File: src/rtl/inst_fetch.sv
// Instruction fetch: owns the PC, reads imem combinationally, queues {pc, instr} for decode.
// Latency: a pushed word is at the FIFO head right after its edge; redirect costs one empty cycle.
// Backpressure: if_ready=0 fills the queue, then the PC freezes; push and pop may share a cycle when full.

module inst_fetch_fifo #(
    parameter int W     = 64,
    parameter int DEPTH = 2
) (
    input  logic                       clk,
    input  logic                       reset,
    input  logic                       flush,
    input  logic                       push,
    input  logic [W-1:0]               push_dat,
    input  logic                       pop,
    output logic [$clog2(DEPTH+1)-1:0] count,
    output logic                       head_vld,
    output logic [W-1:0]               head_dat
);
    localparam int PW = (DEPTH > 1) ? $clog2(DEPTH) : 1;
    localparam int CW = $clog2(DEPTH + 1);

    logic [W-1:0]  mem_q [DEPTH];
    logic [W-1:0]  mem_d [DEPTH];
    logic [PW-1:0] wr_ptr_q, wr_ptr_d;
    logic [PW-1:0] rd_ptr_q, rd_ptr_d;
    logic [CW-1:0] cnt_q, cnt_d;

    always_comb begin
        mem_d    = mem_q;
        wr_ptr_d = wr_ptr_q;
        rd_ptr_d = rd_ptr_q;
        cnt_d    = cnt_q;
        if (flush) begin
            // Pointers only need to agree; the contents become don't-care.
            cnt_d    = '0;
            rd_ptr_d = wr_ptr_q;
        end else begin
            if (push) begin
                mem_d[wr_ptr_q] = push_dat;
                wr_ptr_d        = wr_ptr_q + 1'b1;
            end
            if (pop) begin
                rd_ptr_d = rd_ptr_q + 1'b1;
            end
            if (push && !pop) begin
                cnt_d = cnt_q + 1'b1;
            end else if (pop && !push) begin
                cnt_d = cnt_q - 1'b1;
            end
        end
    end

    always_ff @(posedge clk or negedge reset) begin
        if (!reset) begin
            for (int i = 0; i < DEPTH; i++) begin
                mem_q[i] <= '0;
            end
            wr_ptr_q <= '0;
            rd_ptr_q <= '0;
            cnt_q    <= '0;
        end else begin
            mem_q    <= mem_d;
            wr_ptr_q <= wr_ptr_d;
            rd_ptr_q <= rd_ptr_d;
            cnt_q    <= cnt_d;
        end
    end

    assign count    = cnt_q;
    assign head_vld = (cnt_q != '0);
    assign head_dat = mem_q[rd_ptr_q];
endmodule

module inst_fetch #(
    parameter logic [31:0] RESET_PC   = 32'h0000_0000,
    parameter int          MEM_BYTES  = 32,
    parameter int          FIFO_DEPTH = 2
) (
    input  logic        clk,
    input  logic        reset,
    input  logic        fetch_en,
    output logic [31:0] imem_pc,
    input  logic [31:0] imem_instr,
    input  logic        redirect_valid,
    input  logic [31:0] redirect_pc,
    output logic        if_valid,
    input  logic        if_ready,
    output logic [31:0] if_instr,
    output logic [31:0] if_pc,
    output logic        misalign_err,
    output logic [31:0] retire_cnt
);
    localparam int          CW      = $clog2(FIFO_DEPTH + 1);
    localparam logic [31:0] PC_MASK = 32'(MEM_BYTES - 1);
    localparam logic [CW-1:0] DEPTH_C = CW'(FIFO_DEPTH);

    logic [31:0]   pc_q, pc_d;
    logic          misalign_q, misalign_d;
    logic [31:0]   retire_q, retire_d;
    logic [CW-1:0] fifo_cnt;
    logic          head_vld;
    logic [63:0]   head_dat;
    logic          pop, push;

    assign pop  = head_vld && if_ready;
    assign push = fetch_en && !redirect_valid && ((fifo_cnt < DEPTH_C) || pop);

    inst_fetch_fifo #(
        .W     (64),
        .DEPTH (FIFO_DEPTH)
    ) u_fifo (
        .clk      (clk),
        .reset    (reset),
        .flush    (redirect_valid),
        .push     (push),
        .push_dat ({pc_q, imem_instr}),
        .pop      (pop),
        .count    (fifo_cnt),
        .head_vld (head_vld),
        .head_dat (head_dat)
    );

    always_comb begin
        pc_d       = pc_q;
        misalign_d = misalign_q;
        retire_d   = retire_q + {31'b0, pop};
        if (redirect_valid) begin
            // Low bits are dropped for the fetch address but still flagged.
            pc_d = {redirect_pc[31:2], 2'b00} & PC_MASK;
            if (redirect_pc[1:0] != 2'b00) begin
                misalign_d = 1'b1;
            end
        end else if (push) begin
            pc_d = (pc_q + 32'd4) & PC_MASK;
        end
    end

    always_ff @(posedge clk or negedge reset) begin
        if (!reset) begin
            pc_q       <= RESET_PC;
            misalign_q <= 1'b0;
            retire_q   <= '0;
        end else begin
            pc_q       <= pc_d;
            misalign_q <= misalign_d;
            retire_q   <= retire_d;
        end
    end

    assign imem_pc      = pc_q;
    assign if_valid     = head_vld;
    assign if_pc        = head_vld ? head_dat[63:32] : 32'h0;
    assign if_instr     = head_vld ? head_dat[31:0] : 32'h0;
    assign misalign_err = misalign_q;
    assign retire_cnt   = retire_q;
endmodule
File: config.mk
export PLATFORM = sky130hd
export DESIGN_NAME = inst_fetch
export DESIGN_NICKNAME = d
export VERILOG_FILES = /design/src/rtl/inst_fetch.sv
export SDC_FILE = /design/constraint.sdc
export NUM_CORES = 1
export LEC_CHECK = 0
export BUFFER_PORTS_ARGS = -buffer_cell sky130_fd_sc_hd__buf_2
export CORE_ASPECT_RATIO = 1.1
export CORE_MARGIN = 5
export CORE_UTILIZATION = 50
export CTS_BUF_LIST = sky130_fd_sc_hd__clkbuf_8 sky130_fd_sc_hd__clkbuf_16
export CTS_CLUSTER_DIAMETER = 50
export DETAILED_ROUTE_END_ITERATION = 10
export GPL_TIMING_DRIVEN = 0
export PLACE_DENSITY_LB_ADDON = 0.15
export SLEW_MARGIN = 20
export SYNTH_ARGS = -nofsm -noshare
export SYNTH_HDL_FRONTEND = slang
export SYNTH_SLANG_ARGS = --single-unit
export TNS_END_PERCENT = 10
File: constraint.sdc
create_clock -name clk -period 1.9 [get_ports clk]
set_input_delay 0.285 -clock clk [delete_from_list [all_inputs] [get_ports clk]]
set_output_delay 0.285 -clock clk [all_outputs]
set_load 0.02 [all_outputs]
Word-level counts from Yosys, hierarchy flattened
Cells that the tools add are included.

Flip-flop bits (word level): 197. Logic and storage cells: 53. Output and inout bits: 130. Input bits: 69.

Magnitude comparators: 4. Bitwise operators: 3. Muxes and demuxes: 15. Add/sub/neg operators: 6. Reduce and logical (&&, ||, !) cells: 17.

Operators with widths (count): $mux 64 (4); $bwmux 128 (1); $mux 32 (4); $demux 64 s1 (1); $add 32x1->32 (1); $reduce_bool 2->1 (4); $logic_and 1x1->1 (6); $mux 2 (3); $add 5x3->5 const B (1); $ge 2x2->1 const B (2); $not 1->2 (2); $reduce_and 2->1 (2); $logic_not 1->1 (3); $reduce_bool 3->1 (1); $add 1x1->1 const B (2); $add 2x1->2 const B (1); $lt 2x1->1 const B (1); $lt 2x2->1 const B (1); $mux 1 (2); $sub 2x1->2 const B (1); $logic_or 1x1->1 (1); $not 1->1 (1).

Logic depth before layout (Yosys ltp)
Depth in word-level cells: 9. Mapped depth: 8. Depth with buffers taken out: 8.

By module
A second synthesis with hierarchy kept.

Cell total of the unflattened synthesis: 602. Area, all modules: 8067.7 sq um.

Modules (own cells, without submodules): inst_fetch_fifo (seq. area each 3303.2 sq um, area each 5758.0 sq um, times used 1, cells an instance 361); inst_fetch (seq. area each 900.9 sq um, area each 2309.7 sq um, times used 1, cells an instance 241).

Worst setup path after synthesis
No wires, ideal clock.

Path kind: register to register. Start point: register u_fifo.cnt_q[0] (netlist: u_fifo.count[0]). End point: register retire_q[26] (netlist: retire_cnt[26]). Stages on the path, launching flop included: 9. Path buffers: 0. Library setup time: 0.131 ns. Clock period less this slack: 1.926 ns. Arrival time: 1.795 ns. Setup slack: -0.026 ns. Path through: dfrtp_1 nor2_1 inv_1 and3_1 ha_1 nand2_1 nor4_4 nand4_1 xnor2_1.

Word-level cells in the longest chain between the ends: 3.

Ends and longest elaborated chain: from (decl) (RTL line 26) `logic [CW-1:0] cnt_q, cnt_d;`; from (signal assigned) (RTL line 65) `cnt_q <= cnt_d;`; $reduce_bool 2->1 (RTL line 70) `assign head_vld = (cnt_q != '0);`; via if_valid (RTL line 86) `output logic if_valid,`; $logic_and 1x1->1 (RTL line 105) `assign pop = head_vld && if_ready;`; $add 32x1->32 (RTL line 126) `retire_d = retire_q + {31'b0, pop};`; via retire_d[26] (RTL line 99) `logic [31:0] retire_q, retire_d;`; to (signal assigned) (RTL line 146) `retire_q <= retire_d;`; to (decl) (RTL line 99).

The timed path passes the listed nets, and every way through them passes these cells. A chain may end at the register's enable or synchronous reset.

Worst setup path after layout
Start point: register u_fifo.cnt_q[1] (netlist: u_fifo.count[1]). End point: register retire_q[22] (netlist: retire_cnt[22]).

Word-level cells in the longest chain between the ends: 3.

Ends and longest elaborated chain (RTL line): $reduce_bool 2->1 (70); $logic_and 1x1->1 (105); $add 32x1->32 (126); via retire_d[22] (99).

The timed path passes the listed nets, and every way through them passes these cells.

==> summary.md <==
## Outcome
• **outcome** completed

## STA
• **Hold Fails Final Rpt** 0
• **setup repair after global routing missed its margin** true
• **count of pins over their slew limit** 0
• **final-report setup violation count** 0
• **maximum frequency from static timing analysis** 0.551 GHz
• **transition time at the pin with the least slew margin** 0.536 ns
• **Worst Skew** 0.00872 ns
• **Tcrit/Tclk final** 0.955
• **minimum period implied by the final worst setup slack** 1.82 ns
• **Max-slew headroom** 0.641

## Clock tree
• **CTS tree** done
• **clock-pin slew on the worst setup and hold paths** 0.08 ns
• **clock tree root buffer cell** clkbuf_16
• **maximum number of buffers from clock root to sink** 2
• **TritonCTS Buffers** 9
• **total number of H-tree levels** 3
• **clock latency at the later pin of the worst-skew pair** 0.34 ns
• **CTS sink count** 110

## Power and ir drop
• **IR drop worst, VDD** 0.000506 V
• **Pleak** 3.56 nW
• **areal power density over the cells** 1200 mW/mm2
• **total power consumption of the routed design** 8.32 mW

## Detailed routing
• **routed length per instance** 13.9 um
• **iteration count of the initial detailed-routing pass** 4
• **detailed router's first-iteration violation count** 133
• **DRC violations left** 0
• **overall routed net length** 11.1 mm
• **per-cell via count in the routed design** 4.69
• **antenna-violating nets left** 0
• **DR vias** 3732

## Global route
• **antenna violations before repair** 2
• **GRT overflow** 0
• **aggregate global-route resource usage** 0.177
• **largest net degree at the start of global routing** 63
• **wire length of the first global-routing pass** 18.5 mm
• **via count of the first global-routing pass** 3845

## Logic synthesis
• **Post-Syn Area** 0.00548 mm2
• **Post-Syn Area per Cell** 12.1 um2
• **synth cell count leaders** dfrtp_1, mux2_2, buf_4
• **leading area contributor after synthesis** dfrtp_1
• **number of cells produced by synthesis** 453
• **number of enable-type register cells in the synthesized netlist** 0
• **area share of the leading cell type in the synthesized netlist** 0.503
• **number of warnings issued by yosys** 0
• **post-synthesis register bit count** 110
• **Seq/Total Area, Yosys** 0.503
• **cell types occupying the most area after synthesis** dfrtp_1, mux2_2, buf_4
• **Synth async-reset ratio** 1.00
• **library cells used by synthesis** 37
• **most repeated cell in the gate-level netlist after synthesis** dfrtp_1
• **dominant register cell in the synthesized netlist** dfrtp_1

## Floorplanning
• **num rows** 40
• **starting density of the core** 0.506
• **Std-Cell Core Area** 0.0108 mm2
• **Top-Level Pins** 199
• **die height** 120 um
• **die width** 110 um
• **overall die area** 0.0131 mm2

## Critical path
• **CP Data Required Time** 2.13 ns
• **cells along the critical path** nor2_4 > inv_2 > and3_4 > ha_4 > nand2_4 > nor4_4 > buf_6 > nand4_1 > xnor2_1
• **launch instance of the worst register-to-register path** u_fifo.count[1]
• **delay-heaviest family, CP** simple AND/OR/NAND/NOR gates
• **arrival time worst endpoint** 2.05 ns
• **largest fanout on the critical path** 9
• **capturing element type of the critical path** flop
• **Buffers & Inverters on Critical Path** 2
• **cell at the slowest stage of the critical path** dfrtp_2
• **CP Launch Type** flop
• **cell count of the worst reg-to-reg path** 9
• **maximum cell stage delay along the critical path** 0.42 ns
• **worst flop-to-flop path endpoint** retire_cnt[22]
• **critical path start-end classification** flop to flop
• **r2r setup slk** 0.08 ns

## Final layout
• **Inserted Diodes** 0
• **number of fill cells in the layout** 932
• **final cell utilization of the core** 0.639
• **Final Net Count** 715
• **non-filler instance count after layout** 795
• **Layout area overhead** 26.1%
• **fraction of final layout cells sized beyond drive strength 1** 0.449

## Min path
• **type of the tightest min-delay check** input pin to flop
• **Hold Crit Endpoint** imem_pc[4]
• **hold depth** 3
• **start point of the worst hold path** redirect_pc[4]

## Placed design
• **cell count after placement** 771
• **routability congestion estimate** 0.819
• **total half-perimeter wirelength after legalization and detailed placement** 8.26 mm
• **number of buffers added on ports** 113

## Run
• **maxcap violations** 0

[worst min-delay path, stage by stage]
cell     delay, ns
buf_2         0.07
nand2_1       0.04
o21ai_0       0.06
[report_power, final]
group | internal [mW] | switching (mW)
combinational | 1.42 | 1.31
sequential | 3.18 | 0.495
clock | 1.04 | 0.863
total | 5.64 | 2.67
[sequential cells by signal, summed over array words and instances (netlist names)]
signal,cells
u_fifo.mem_q,70
retire_cnt,32
imem_pc,3
u_fifo.count,2
misalign_err,1
u_fifo.rd_ptr_q,1
u_fifo.wr_ptr_q,1
[kinds of logic after synthesis]
kind of cell / count (synthesis) / share of synthesized area
muxes: 105 / 0.208
other: 1 / 0.000685
xor gates and xnor gates: 34 / 0.0544
buffers and inverters: 81 / 0.108
adders and majority gates: 3 / 0.00686
DFF: 110 / 0.503
and+or+nand+nor: 107 / 0.107
AOI/OAI and AO/OA: 12 / 0.0128
[final cells by class]
type | instances | area (um2) | area share
flip-flops and latches | 110 | 2760 | 0.399
multi-input cells | 319 | 2380 | 0.345
repair buffers | 123 | 673 | 0.0975
plain buffers | 73 | 573 | 0.0830
clock buffers | 9 | 225 | 0.0326
well taps | 147 | 184 | 0.0266
clock inverters | 7 | 82.6 | 0.0120
inverters | 7 | 26.3 | 0.00381
[through the flow]
stage          hold slack, ns  setup slack, ns  instance area, um2  TNS [ns]
2_1_floorplan         -0.0106          0.00558                5720         0
3_3_place_gp            0.445           -0.647                6470    -73.88
3_5_place_dp            0.250           -0.184                6500     -4.87
4_1_cts                 0.145          0.00289                6860         0
5_1_grt                 0.157          -0.0311                6910    -0.143
6_report                0.155           0.0848                6910         0
[how the worst max path moves through the flow]
stage               startpoint               end  cells past startpoint
5_1_grt        u_fifo.count[0]    retire_cnt[22]                      9
6_report       u_fifo.count[1]    retire_cnt[22]                      9
2_1_floorplan  u_fifo.count[1]    retire_cnt[26]                      8
3_3_place_gp             reset  u_fifo.mem_q[11]                      1
4_1_cts        u_fifo.count[0]    retire_cnt[22]                      8
3_5_place_dp   u_fifo.count[0]    retire_cnt[26]                      8
[repair_timing]
item / 4_1_cts / 5_1_grt
hold buffers: 1 / 0
setup endpoints to repair: 81 / 47
hold endpoints to repair: 48 / 0
gates resized for setup: 12 / 2
setup buffers: 3 / 5
pin swaps: 3 / 3
[layout by cell type, fill, tap and decap left out, types with 2 or more instances in the layout]
master,n
mux2_1,2
mux2i_1,35
nand4b_1,2
nand2_1,12
dfrtp_2,3
ha_1,2
nand3_1,11
clkbuf_16,9
dfrtp_1,107
clkinv_4,4
nor3_1,5
xor2_1,10
buf_8,3
conb_1,58
inv_6,2
o21ai_0,6
buf_6,6
nor4_4,2
inv_1,6
buf_4,68
nand4_1,12
and3_1,6
mux2_2,68
nor2_1,43
and4_1,3
clkbuf_1,2
xnor2_1,24
buf_2,113
[layer usage]
layer  share of wire  track usage
met5          0.0019            0
met3           0.077       0.0527
met1            0.41        0.218
met4          0.0076       0.0475
met2            0.51        0.299
No activity file was read; power rests on OpenSTA's default activity.
